[config.mk]
export PLATFORM = sky130hd
export DESIGN_NAME = mc_ctrl
export DESIGN_NICKNAME = d
export VERILOG_FILES = /design/src/rtl/mc_pkg.sv /design/src/rtl/mc_decode.sv /design/src/rtl/mc_ctrl.sv
export SDC_FILE = /design/constraint.sdc
export NUM_CORES = 1
export LEC_CHECK = 0
export CORE_UTILIZATION = 39
export DETAILED_ROUTE_END_ITERATION = 8
export PLACE_DENSITY = 0.95
export SLEW_MARGIN = 10
export SYNTH_ARGS = -nofsm -noshare
export SYNTH_HDL_FRONTEND = slang
export SYNTH_SLANG_ARGS = --single-unit
[constraint.sdc]
create_clock -name clk -period 4 [get_ports clk]
set_input_delay 0.4 -clock clk [delete_from_list [all_inputs] [get_ports clk]]
set_output_delay 0.4 -clock clk [all_outputs]
set_load 0.05 [all_outputs]
[src/rtl/mc_pkg.sv]
// Shared definitions for the multi-cycle MIPS control unit and its ALU.
// Latency: n/a (constants, types and encodings only).
// Backpressure: n/a.
// Contents: ALU opcodes, FSM state encoding, opcode/funct values, mux select codes,
// and the instruction class produced by the decoder.
package mc_pkg;

  // ALU opcodes; the ALU decodes exactly these values.
  localparam logic [3:0] ALUC_ADD  = 4'b0000;
  localparam logic [3:0] ALUC_ADDU = 4'b0001;
  localparam logic [3:0] ALUC_SUB  = 4'b0010;
  localparam logic [3:0] ALUC_SUBU = 4'b0011;
  localparam logic [3:0] ALUC_AND  = 4'b0100;
  localparam logic [3:0] ALUC_OR   = 4'b0101;
  localparam logic [3:0] ALUC_XOR  = 4'b0110;
  localparam logic [3:0] ALUC_NOR  = 4'b0111;
  localparam logic [3:0] ALUC_SLT  = 4'b1000;
  localparam logic [3:0] ALUC_SLTU = 4'b1001;
  localparam logic [3:0] ALUC_SLL  = 4'b1010;
  localparam logic [3:0] ALUC_SRL  = 4'b1011;
  localparam logic [3:0] ALUC_SRA  = 4'b1100;
  localparam logic [3:0] ALUC_LUI  = 4'b1101;

  typedef enum logic [2:0] {
    S_FETCH  = 3'd0,
    S_DECODE = 3'd1,
    S_EXEC   = 3'd2,
    S_MEM    = 3'd3,
    S_WB     = 3'd4
  } state_t;

  // Primary opcodes (instr[31:26]).
  localparam logic [5:0] OP_RTYPE = 6'b000000;
  localparam logic [5:0] OP_J     = 6'b000010;
  localparam logic [5:0] OP_JAL   = 6'b000011;
  localparam logic [5:0] OP_BEQ   = 6'b000100;
  localparam logic [5:0] OP_BNE   = 6'b000101;
  localparam logic [5:0] OP_ADDI  = 6'b001000;
  localparam logic [5:0] OP_ADDIU = 6'b001001;
  localparam logic [5:0] OP_SLTI  = 6'b001010;
  localparam logic [5:0] OP_SLTIU = 6'b001011;
  localparam logic [5:0] OP_ANDI  = 6'b001100;
  localparam logic [5:0] OP_ORI   = 6'b001101;
  localparam logic [5:0] OP_XORI  = 6'b001110;
  localparam logic [5:0] OP_LUI   = 6'b001111;
  localparam logic [5:0] OP_LW    = 6'b100011;
  localparam logic [5:0] OP_SW    = 6'b101011;

  // R-type function codes (instr[5:0]).
  localparam logic [5:0] FN_SLL  = 6'b000000;
  localparam logic [5:0] FN_SRL  = 6'b000010;
  localparam logic [5:0] FN_SRA  = 6'b000011;
  localparam logic [5:0] FN_SLLV = 6'b000100;
  localparam logic [5:0] FN_SRLV = 6'b000110;
  localparam logic [5:0] FN_SRAV = 6'b000111;
  localparam logic [5:0] FN_JR   = 6'b001000;
  localparam logic [5:0] FN_ADD  = 6'b100000;
  localparam logic [5:0] FN_ADDU = 6'b100001;
  localparam logic [5:0] FN_SUB  = 6'b100010;
  localparam logic [5:0] FN_SUBU = 6'b100011;
  localparam logic [5:0] FN_AND  = 6'b100100;
  localparam logic [5:0] FN_OR   = 6'b100101;
  localparam logic [5:0] FN_XOR  = 6'b100110;
  localparam logic [5:0] FN_NOR  = 6'b100111;
  localparam logic [5:0] FN_SLT  = 6'b101010;
  localparam logic [5:0] FN_SLTU = 6'b101011;

  // pc_src codes.
  localparam logic [1:0] PC_SEQ  = 2'd0;  // pc+4
  localparam logic [1:0] PC_BR   = 2'd1;  // pc+4+(simm<<2)
  localparam logic [1:0] PC_JUMP = 2'd2;  // {pc[31:28],instr[25:0],2'b00}
  localparam logic [1:0] PC_RS   = 2'd3;  // rs

  // rf_waddr_sel codes.
  localparam logic [1:0] WA_RD = 2'd0;
  localparam logic [1:0] WA_RT = 2'd1;
  localparam logic [1:0] WA_RA = 2'd2;

  // rf_wdata_sel codes.
  localparam logic [1:0] WD_ALU = 2'd0;
  localparam logic [1:0] WD_MEM = 2'd1;
  localparam logic [1:0] WD_PC4 = 2'd2;

  // What the FSM needs to know about the instruction in IR.
  typedef enum logic [3:0] {
    C_NOP  = 4'd0,  // unknown opcode/funct, executed as a no-op
    C_RALU = 4'd1,
    C_IALU = 4'd2,
    C_LW   = 4'd3,
    C_SW   = 4'd4,
    C_BEQ  = 4'd5,
    C_BNE  = 4'd6,
    C_J    = 4'd7,
    C_JAL  = 4'd8,
    C_JR   = 4'd9
  } iclass_t;

endpackage

[src/rtl/mc_decode.sv]
// Instruction decoder: maps the IR word to an instruction class and ALU controls.
// Latency: purely combinational, zero cycles.
// Backpressure: none; output follows instr.
// Ports: instr (in, 32) -> iclass, aluc, alu_a_sel, alu_b_sel, ext_sign,
//        rf_waddr_sel, ovf_chk (1 for add/addi/sub, whose overflow suppresses writeback).
module mc_decode
  import mc_pkg::*;
(
  input  logic [31:0] instr,
  output iclass_t     iclass,
  output logic [3:0]  aluc,
  output logic        alu_a_sel,
  output logic        alu_b_sel,
  output logic        ext_sign,
  output logic [1:0]  rf_waddr_sel,
  output logic        ovf_chk
);

  logic [5:0] opcode;
  logic [5:0] funct;
  logic       unused_fields;

  assign opcode = instr[31:26];
  assign funct  = instr[5:0];
  // Register numbers, shamt and immediates go straight to the datapath.
  assign unused_fields = ^instr[25:6];

  always_comb begin
    iclass       = C_NOP;
    aluc         = ALUC_ADDU;
    alu_a_sel    = 1'b0;
    alu_b_sel    = 1'b0;
    ext_sign     = 1'b0;
    rf_waddr_sel = WA_RD;
    ovf_chk      = 1'b0;
    case (opcode)
      OP_RTYPE: begin
        iclass = C_RALU;
        case (funct)
          FN_ADD:  begin aluc = ALUC_ADD; ovf_chk = 1'b1; end
          FN_ADDU: aluc = ALUC_ADDU;
          FN_SUB:  begin aluc = ALUC_SUB; ovf_chk = 1'b1; end
          FN_SUBU: aluc = ALUC_SUBU;
          FN_AND:  aluc = ALUC_AND;
          FN_OR:   aluc = ALUC_OR;
          FN_XOR:  aluc = ALUC_XOR;
          FN_NOR:  aluc = ALUC_NOR;
          FN_SLT:  aluc = ALUC_SLT;
          FN_SLTU: aluc = ALUC_SLTU;
          // Constant shifts take the amount from shamt; the ALU shifts b by a.
          FN_SLL:  begin aluc = ALUC_SLL; alu_a_sel = 1'b1; end
          FN_SRL:  begin aluc = ALUC_SRL; alu_a_sel = 1'b1; end
          FN_SRA:  begin aluc = ALUC_SRA; alu_a_sel = 1'b1; end
          FN_SLLV: aluc = ALUC_SLL;
          FN_SRLV: aluc = ALUC_SRL;
          FN_SRAV: aluc = ALUC_SRA;
          FN_JR:   iclass = C_JR;
          default: iclass = C_NOP;
        endcase
      end
      OP_J:   iclass = C_J;
      OP_JAL: begin iclass = C_JAL; rf_waddr_sel = WA_RA; end
      OP_BEQ: begin iclass = C_BEQ; aluc = ALUC_SUBU; end
      OP_BNE: begin iclass = C_BNE; aluc = ALUC_SUBU; end
      OP_ADDI: begin
        iclass = C_IALU; aluc = ALUC_ADD; alu_b_sel = 1'b1; ext_sign = 1'b1;
        rf_waddr_sel = WA_RT; ovf_chk = 1'b1;
      end
      OP_ADDIU: begin
        iclass = C_IALU; aluc = ALUC_ADDU; alu_b_sel = 1'b1; ext_sign = 1'b1;
        rf_waddr_sel = WA_RT;
      end
      OP_SLTI: begin
        iclass = C_IALU; aluc = ALUC_SLT; alu_b_sel = 1'b1; ext_sign = 1'b1;
        rf_waddr_sel = WA_RT;
      end
      OP_SLTIU: begin
        iclass = C_IALU; aluc = ALUC_SLTU; alu_b_sel = 1'b1; ext_sign = 1'b1;
        rf_waddr_sel = WA_RT;
      end
      OP_ANDI: begin
        iclass = C_IALU; aluc = ALUC_AND; alu_b_sel = 1'b1; rf_waddr_sel = WA_RT;
      end
      OP_ORI: begin
        iclass = C_IALU; aluc = ALUC_OR; alu_b_sel = 1'b1; rf_waddr_sel = WA_RT;
      end
      OP_XORI: begin
        iclass = C_IALU; aluc = ALUC_XOR; alu_b_sel = 1'b1; rf_waddr_sel = WA_RT;
      end
      OP_LUI: begin
        iclass = C_IALU; aluc = ALUC_LUI; alu_b_sel = 1'b1; rf_waddr_sel = WA_RT;
      end
      OP_LW: begin
        iclass = C_LW; aluc = ALUC_ADDU; alu_b_sel = 1'b1; ext_sign = 1'b1;
        rf_waddr_sel = WA_RT;
      end
      OP_SW: begin
        iclass = C_SW; aluc = ALUC_ADDU; alu_b_sel = 1'b1; ext_sign = 1'b1;
        rf_waddr_sel = WA_RT;
      end
      default: iclass = C_NOP;
    endcase
  end

endmodule

[src/rtl/mc_ctrl.sv]
// Multi-cycle control FSM (FETCH/DECODE/EXEC/MEM/WB) for the 31-instruction MIPS core.
// Latency: outputs combinational from state+IR; 2 (j/jal/jr/nop), 3 (branch), 4 (ALU, sw), 5 (lw) cycles.
// Backpressure: FETCH holds until imem_ready, MEM holds (enables asserted) until dmem_ready.
// Ports: clk, rst_n (sync, active-low); instr (IR word), imem_ready, dmem_ready,
//        alu_zero, alu_overflow in; aluc, operand/extend selects, ir_we, pc_we, pc_src,
//        rf_we, rf_waddr_sel, rf_wdata_sel, dmem_re, dmem_we, state (debug) out.
module mc_ctrl
  import mc_pkg::*;
#(
  parameter state_t RESET_STATE  = S_FETCH,
  parameter bit     OVF_SUPPRESS = 1'b1
) (
  input  logic        clk,
  input  logic        rst_n,
  input  logic [31:0] instr,
  input  logic        imem_ready,
  input  logic        dmem_ready,
  input  logic        alu_zero,
  input  logic        alu_overflow,
  output logic [3:0]  aluc,
  output logic        alu_a_sel,
  output logic        alu_b_sel,
  output logic        ext_sign,
  output logic        ir_we,
  output logic        pc_we,
  output logic [1:0]  pc_src,
  output logic        rf_we,
  output logic [1:0]  rf_waddr_sel,
  output logic [1:0]  rf_wdata_sel,
  output logic        dmem_re,
  output logic        dmem_we,
  output logic [2:0]  state
);

  state_t     cur, nxt;
  iclass_t    d_class;
  logic [3:0] d_aluc;
  logic       d_a_sel, d_b_sel, d_ext_sign, d_ovf_chk;
  logic [1:0] d_waddr_sel;

  mc_decode u_decode (
    .instr        (instr),
    .iclass       (d_class),
    .aluc         (d_aluc),
    .alu_a_sel    (d_a_sel),
    .alu_b_sel    (d_b_sel),
    .ext_sign     (d_ext_sign),
    .rf_waddr_sel (d_waddr_sel),
    .ovf_chk      (d_ovf_chk)
  );

  always_ff @(posedge clk) begin
    if (!rst_n) cur <= RESET_STATE;
    else        cur <= nxt;
  end

  assign state = cur;

  always_comb begin
    nxt          = cur;
    aluc         = ALUC_ADDU;
    alu_a_sel    = 1'b0;
    alu_b_sel    = 1'b0;
    ext_sign     = 1'b0;
    ir_we        = 1'b0;
    pc_we        = 1'b0;
    pc_src       = PC_SEQ;
    rf_we        = 1'b0;
    rf_waddr_sel = WA_RD;
    rf_wdata_sel = WD_ALU;
    dmem_re      = 1'b0;
    dmem_we      = 1'b0;

    // ALU controls are driven from EXEC onward and held through MEM/WB so the
    // ALU result (address or writeback value) stays stable.
    if (cur == S_EXEC || cur == S_MEM || cur == S_WB) begin
      aluc      = d_aluc;
      alu_a_sel = d_a_sel;
      alu_b_sel = d_b_sel;
      ext_sign  = d_ext_sign;
    end

    case (cur)
      S_FETCH: begin
        ir_we = imem_ready;
        pc_we = imem_ready;
        if (imem_ready) nxt = S_DECODE;
      end
      S_DECODE: begin
        nxt = S_FETCH;
        case (d_class)
          C_J: begin
            pc_we  = 1'b1;
            pc_src = PC_JUMP;
          end
          C_JAL: begin
            pc_we        = 1'b1;
            pc_src       = PC_JUMP;
            rf_we        = 1'b1;
            rf_waddr_sel = WA_RA;
            rf_wdata_sel = WD_PC4;
          end
          C_JR: begin
            pc_we  = 1'b1;
            pc_src = PC_RS;
          end
          C_NOP:   nxt = S_FETCH;
          default: nxt = S_EXEC;
        endcase
      end
      S_EXEC: begin
        case (d_class)
          C_RALU, C_IALU: nxt = S_WB;
          C_LW, C_SW:     nxt = S_MEM;
          C_BEQ: begin
            pc_we  = alu_zero;
            pc_src = PC_BR;
            nxt    = S_FETCH;
          end
          C_BNE: begin
            pc_we  = !alu_zero;
            pc_src = PC_BR;
            nxt    = S_FETCH;
          end
          default: nxt = S_FETCH;
        endcase
      end
      S_MEM: begin
        dmem_re = (d_class == C_LW);
        dmem_we = (d_class == C_SW);
        if (dmem_ready) nxt = (d_class == C_LW) ? S_WB : S_FETCH;
      end
      S_WB: begin
        rf_we        = !(OVF_SUPPRESS && d_ovf_chk && alu_overflow);
        rf_waddr_sel = d_waddr_sel;
        rf_wdata_sel = (d_class == C_LW) ? WD_MEM : WD_ALU;
        nxt          = S_FETCH;
      end
      default: nxt = S_FETCH;
    endcase

    // Reset overrides everything so an abandoned instruction makes no writes.
    if (!rst_n) begin
      aluc         = ALUC_ADDU;
      alu_a_sel    = 1'b0;
      alu_b_sel    = 1'b0;
      ext_sign     = 1'b0;
      ir_we        = 1'b0;
      pc_we        = 1'b0;
      pc_src       = PC_SEQ;
      rf_we        = 1'b0;
      rf_waddr_sel = WA_RD;
      rf_wdata_sel = WD_ALU;
      dmem_re      = 1'b0;
      dmem_we      = 1'b0;
    end
  end

endmodule

# ---- Word-level counts from Yosys, hierarchy flattened
# Index checks and enable logic that the tools add are counted.
dict set report totals {
  register_bits 3
  input_bits 38
  elab_cells 120
}
dict set report op_classes {
  eq_ne 45
  muxes 48
  reduce_logical 26
}
# op n
set ops {}
lappend ops {{== test 6 bit, second input constant} 12}
lappend ops {{== test 6 x 4 -> 1 bit, second input constant} 9}
lappend ops {{one-hot mux 4 bit (12 select lines)} 1}
lappend ops {{one-hot mux 4 bit (9 select lines)} 1}
lappend ops {{one-hot mux 4 bit (8 select lines)} 1}
lappend ops {{== test 6 x 3 -> 1 bit, second input constant} 5}
lappend ops {{== test 6 x 2 -> 1 bit, second input constant} 4}
lappend ops {{2-to-1 mux 1 bit} 23}
lappend ops {{one-hot mux 2 bit (2 select lines)} 5}
lappend ops {{OR reduction 2 bit} 9}
lappend ops {{== test 4 x 3 -> 1 bit, second input constant} 4}
lappend ops {{OR reduction 16 bit} 1}
lappend ops {{zero test 6 bit} 2}
lappend ops {{one-hot mux 3 bit (4 select lines)} 1}
lappend ops {{2-to-1 mux 2 bit} 5}
lappend ops {{OR reduction 10 bit} 1}
lappend ops {{2-to-1 mux 3 bit} 3}
lappend ops {{== test 4 x 2 -> 1 bit, second input constant} 2}
lappend ops {{== test 4 bit, second input constant} 2}
lappend ops {{2-to-1 mux 4 bit} 2}
lappend ops {{one-hot mux 4 bit (2 select lines)} 1}
lappend ops {{OR reduction 8 bit} 1}
lappend ops {{== test 3 x 2 -> 1 bit, second input constant} 2}
lappend ops {{one-hot mux 1 bit (2 select lines)} 3}
lappend ops {{other kinds (15)} 19}

# ---- Depth between registers and ports, before layout
dict set report depth {
  ltp_word 9
  mapped_depth 7
  depth_no_buf 5
}

# ---- Modules after synthesis
# From an unflattened synthesis, not the netlist that was laid out.
dict set report hier_totals {
  hier_cells 146
  hier_area_um2 953.4
}
# module n_inst cells_per_inst area_each_um2 seq_area_each_um2
set by_module_without_submodules {}
lappend by_module_without_submodules {mc_ctrl 1 69 479.2 60.1}
lappend by_module_without_submodules {mc_decode 1 77 474.2 0.0}

# ---- Worst setup path after synthesis
# Ideal clock, no wire load.
dict set report synth_path {
  path_type {register to output}
  from {register cur[1] (netlist: state[1])}
  to {output port alu_a_sel}
  t_arrival_ns 2.795
  setup_slack_ns 0.805
  path_stages_with_launch 4
  n_path_buf 0
  cell_sequence {dfxtp_1 > nor2b_1 > o21ai_0 > nor4_1}
}
dict set report synth_between {
  elab_chain_cells 5
  word_cells_on_any_way 7
}
# item line_no
set synth_rtl {}
lappend synth_rtl {{from (decl)} mc_ctrl.sv:35} ;# state_t cur, nxt;
lappend synth_rtl {{from (signal assigned)} mc_ctrl.sv:54} ;# else cur <= nxt;
lappend synth_rtl {{== test 3 x 2 -> 1 bit} mc_ctrl.sv:76} ;# if (cur == S_EXEC || cur == S_MEM || cur == S_WB) begin
lappend synth_rtl {{logical OR 1 bit} mc_ctrl.sv:76}
lappend synth_rtl {{logical OR 1 bit *} mc_ctrl.sv:76}
lappend synth_rtl {{2-to-1 mux 1 bit *} mc_ctrl.sv:76}
lappend synth_rtl {{2-to-1 mux 1 bit *} mc_ctrl.sv:143} ;# if (!rst_n) begin
lappend synth_rtl {{to (decl)} mc_ctrl.sv:21} ;# output logic alu_a_sel,
# Mark *: on every way between the ends. The rest lies on a longest branch, timed or not.

# ---- Final worst setup path
dict set report layout_path {
  from {input port instr[27]}
  to {output port pc_we}
}
dict set report layout_between {
  elab_chain_cells 8
  word_cells_on_any_way 27
}
# item line_no
set layout_rtl {}
lappend layout_rtl {{from (decl)} mc_ctrl.sv:15} ;# input logic [31:0] instr,
lappend layout_rtl {{== test 6 x 4 -> 1 bit} mc_decode.sv:36} ;# case (opcode)
lappend layout_rtl {{OR reduction 8 bit (no line)} --}
lappend layout_rtl {{one-hot mux 4 bit (8 select lines) *} mc_decode.sv:36}
lappend layout_rtl {{== test 4 bit or == test 4 x 3 -> 1 bit (tied branches)} mc_ctrl.sv:91} ;# case (d_class)
lappend layout_rtl {{OR reduction 3 bit (no line)} --}
lappend layout_rtl {{2-to-1 mux 1 bit} mc_ctrl.sv:91}
lappend layout_rtl {{one-hot mux 1 bit (3 select lines) *} mc_ctrl.sv:83} ;# case (cur)
lappend layout_rtl {{2-to-1 mux 1 bit *} mc_ctrl.sv:143}
lappend layout_rtl {{to (decl)} mc_ctrl.sv:25} ;# output logic pc_we,
# Marked as above.

==> results.cfg <==
[drt]
dr.pass1.iters = 4
dr.first_iter.drc_count = 48
postRouteAntennaNets = 0
detail_route.wl_per_cell_um = 13.5
drc_errors = 0
routed_via_density = 5.96
via_count = 1221
routed_wl_um = 2770

[pwr]
switchingPower_mw = 0.0692
ir_worst_vdd_v = 0.000177
p_leak_nw = 0.437
p_int_mw = 0.105
p_comb_frac = 0.508
p_total_mw = 0.174
cellPowerDensity_mw_per_mm2 = 135
seqPwrFrac = 0.196
swShare = 0.397
clock_power_share = 0.297

[cts]
cts-buffers-inserted = 3
cts_setup_buffers = 0
cts_tree = done
clk_pin_slew_ns = 0.04
clock_path_buffers = 2
cts_resized = 0
htree_levels = 1
clkSinkCount = 3
cts_root_buf = clkbuf_4
clk_latency_ns = 0.23
ctsHoldBuffers = 0

[floorplan]
initial_core_util = 0.410
die_w_um = 50.0
rows = 17
chipHeight_um = 50.0
die-area_sq_mm = 0.00250
core_sq_mm = 0.00219
pin_count = 59

[layout]
seqCellArea_sq_um = 60.1
drive_gt1_frac = 0.0565
syn2layout_area_growth_pct = 43.6
num_antenna_cells = 0
nFillCells = 213
final_common_cell = clkdlybuf4s50_1
multiInputGateArea_sq_um = 754
nets = 216
largest_reg_flops = 3
layout_common_cells = clkdlybuf4s50_1 (38), nor2_1 (20), nand2_1 (15), nor3_1 (10), a21oi_1 (7)

[synth]
synthDistinctLibCells = 48
synthFlopType = dfxtp_1
synth_area_sq_um = 898
yosys.area_share.simple = 0.465
synth_top_family_by_area = simple AND/OR/NAND/NOR gates
yosys_register_bits = 3
synth_nets = 183
synth-compound-area-share = 0.343
async_flop_share = 0
netlist_instances = 145
yosysWarnings = 0
synth_area_per_cell_sq_um = 6.20
yosys.area_share.xor_xnor = 0.00975
synthAdderAreaFrac = 0
synthMuxAreaShare = 0.0223
synth-edff-count = 0
seq_area_frac_synth = 0.0669

[timing]
drv_slew = 0
skew_ns = 0.000257
relSlewSlack = 0.593
period_minus_slack_ns = 3.51
setup_tns_ns = 0
worst_pin_slew_ns = 0.603
rsz0062_at_grt = false
period_share = 0.878
setup_viol = 0
finalHoldViolCount = 0
clock.fmax_mhz = 285

[setup_path]
arrival_ns = 3.11
worstSetupPathType = input port to output port
cp_data_required_time_ns = 3.60
cp_max_fo = 13
crit_start = instr[27]
end_kind = output port
r2r-start = state[1]
start_kind = input port

[grt]
grt_pass1_wl_um = 4550
grt_overflow = 0
grt_pass1_vias = 1038
grt_start_max_net_pins = 18
antenna_found_initial = 0
track_usage = 0.230

[placed_design]
gp_congestion = 0.876
io_buffers = 38
place_hpwl_um = 2150

[job]
drv_cap = 0

[min_path]
worstHoldPathType = flip-flop to flip-flop
min_from = state[2]

[outcome]
status = completed
==> critical path, stage by stage <==
cell and delay (ns):
clkdlybuf4s50_1 0.63, nor3_1 0.56, a31oi_1 0.24, o22ai_1 0.22, nand4b_1 0.12, o21ai_1 0.12, clkdlybuf4s50_1 0.83
==> final cells by class <==
type | count | share of cell area
sequential | 3 | 0.0466
multi-input combinational | 124 | 0.585
clock buffer | 4 | 0.0204
inverter | 7 | 0.0204
tap | 28 | 0.0272
timing repair buffer | 39 | 0.301
==> synthesized netlist by cell type (all sizes together) (2+ instances only) <==
library cell	count	share of area
nor2	20	0.084
nand2	15	0.063
nor3	10	0.056
o21ai	9	0.050
a21oi	7	0.039
inv	7	0.029
buf	6	0.043
clkbuf	5	0.021
nand3	5	0.028
nor2b	5	0.035
a31oi	4	0.028
a21o	3	0.025
a32oi	3	0.038
dfxtp	3	0.067
nand2b	3	0.021
nor4	3	0.038
o211ai	3	0.025
or4b	3	0.033
a2111oi	2	0.026
mux2i	2	0.022
nand4	2	0.014
nand4b	2	0.020
nor3b	2	0.017
o22ai	2	0.014
o31ai	2	0.017
or2	2	0.014
or3	2	0.014
==> metal layers <==
metal  global-route usage  vias to the layer above  share of wire
met4               0.0810                        0         0.0079
li1                     -                      617              -
met1                0.285                      549           0.43
met5                    0                        -              0
met2                0.404                       51           0.50
met3               0.0216                        4          0.060
==> power groups by stage <==
stage               Clock [mW]  Combinational [mW]  Sequential (mW)
floorplan                    0              0.0541           0.0360
global placement             0              0.0846           0.0343
detailed placement           0              0.0870           0.0344
CTS                     0.0537              0.0875           0.0340
global route            0.0591              0.0956           0.0344
finish                  0.0517              0.0885           0.0341
==> logic make-up after synthesis <==
kind of cell / after synthesis
AO/OA/AOI/OAI: 43
XOR/XNOR: 1
buffers and inverters: 18
flip-flops: 3
multiplexers: 2
AND/OR/NAND/NOR: 78
==> worst paths after layout <==
check | to | slack (ns) | depth (start not counted)
worst max-delay path | pc_we | 0.49 | 7
worst min-delay path | state[2] | 0.68 | 2
worst max register to register | state[2] | 2.43 | 5
worst min register to register | state[2] | 0.68 | 2
==> per-stage QoR <==
step                hold WS, ns  setup slack, ns  instance area, sq um  instances   util
floorplan                 0.540            0.805                   898        145      -
global route              0.715            0.326                  1290        205  0.589
finish                    0.685            0.487                  1290        205  0.589
detailed placement        0.668            0.498                  1260        201  0.577
CTS                       0.674            0.510                  1290        205  0.589
global placement          0.631            0.589                  1260        201  0.577
No activity file was read; power rests on OpenSTA's default activity.
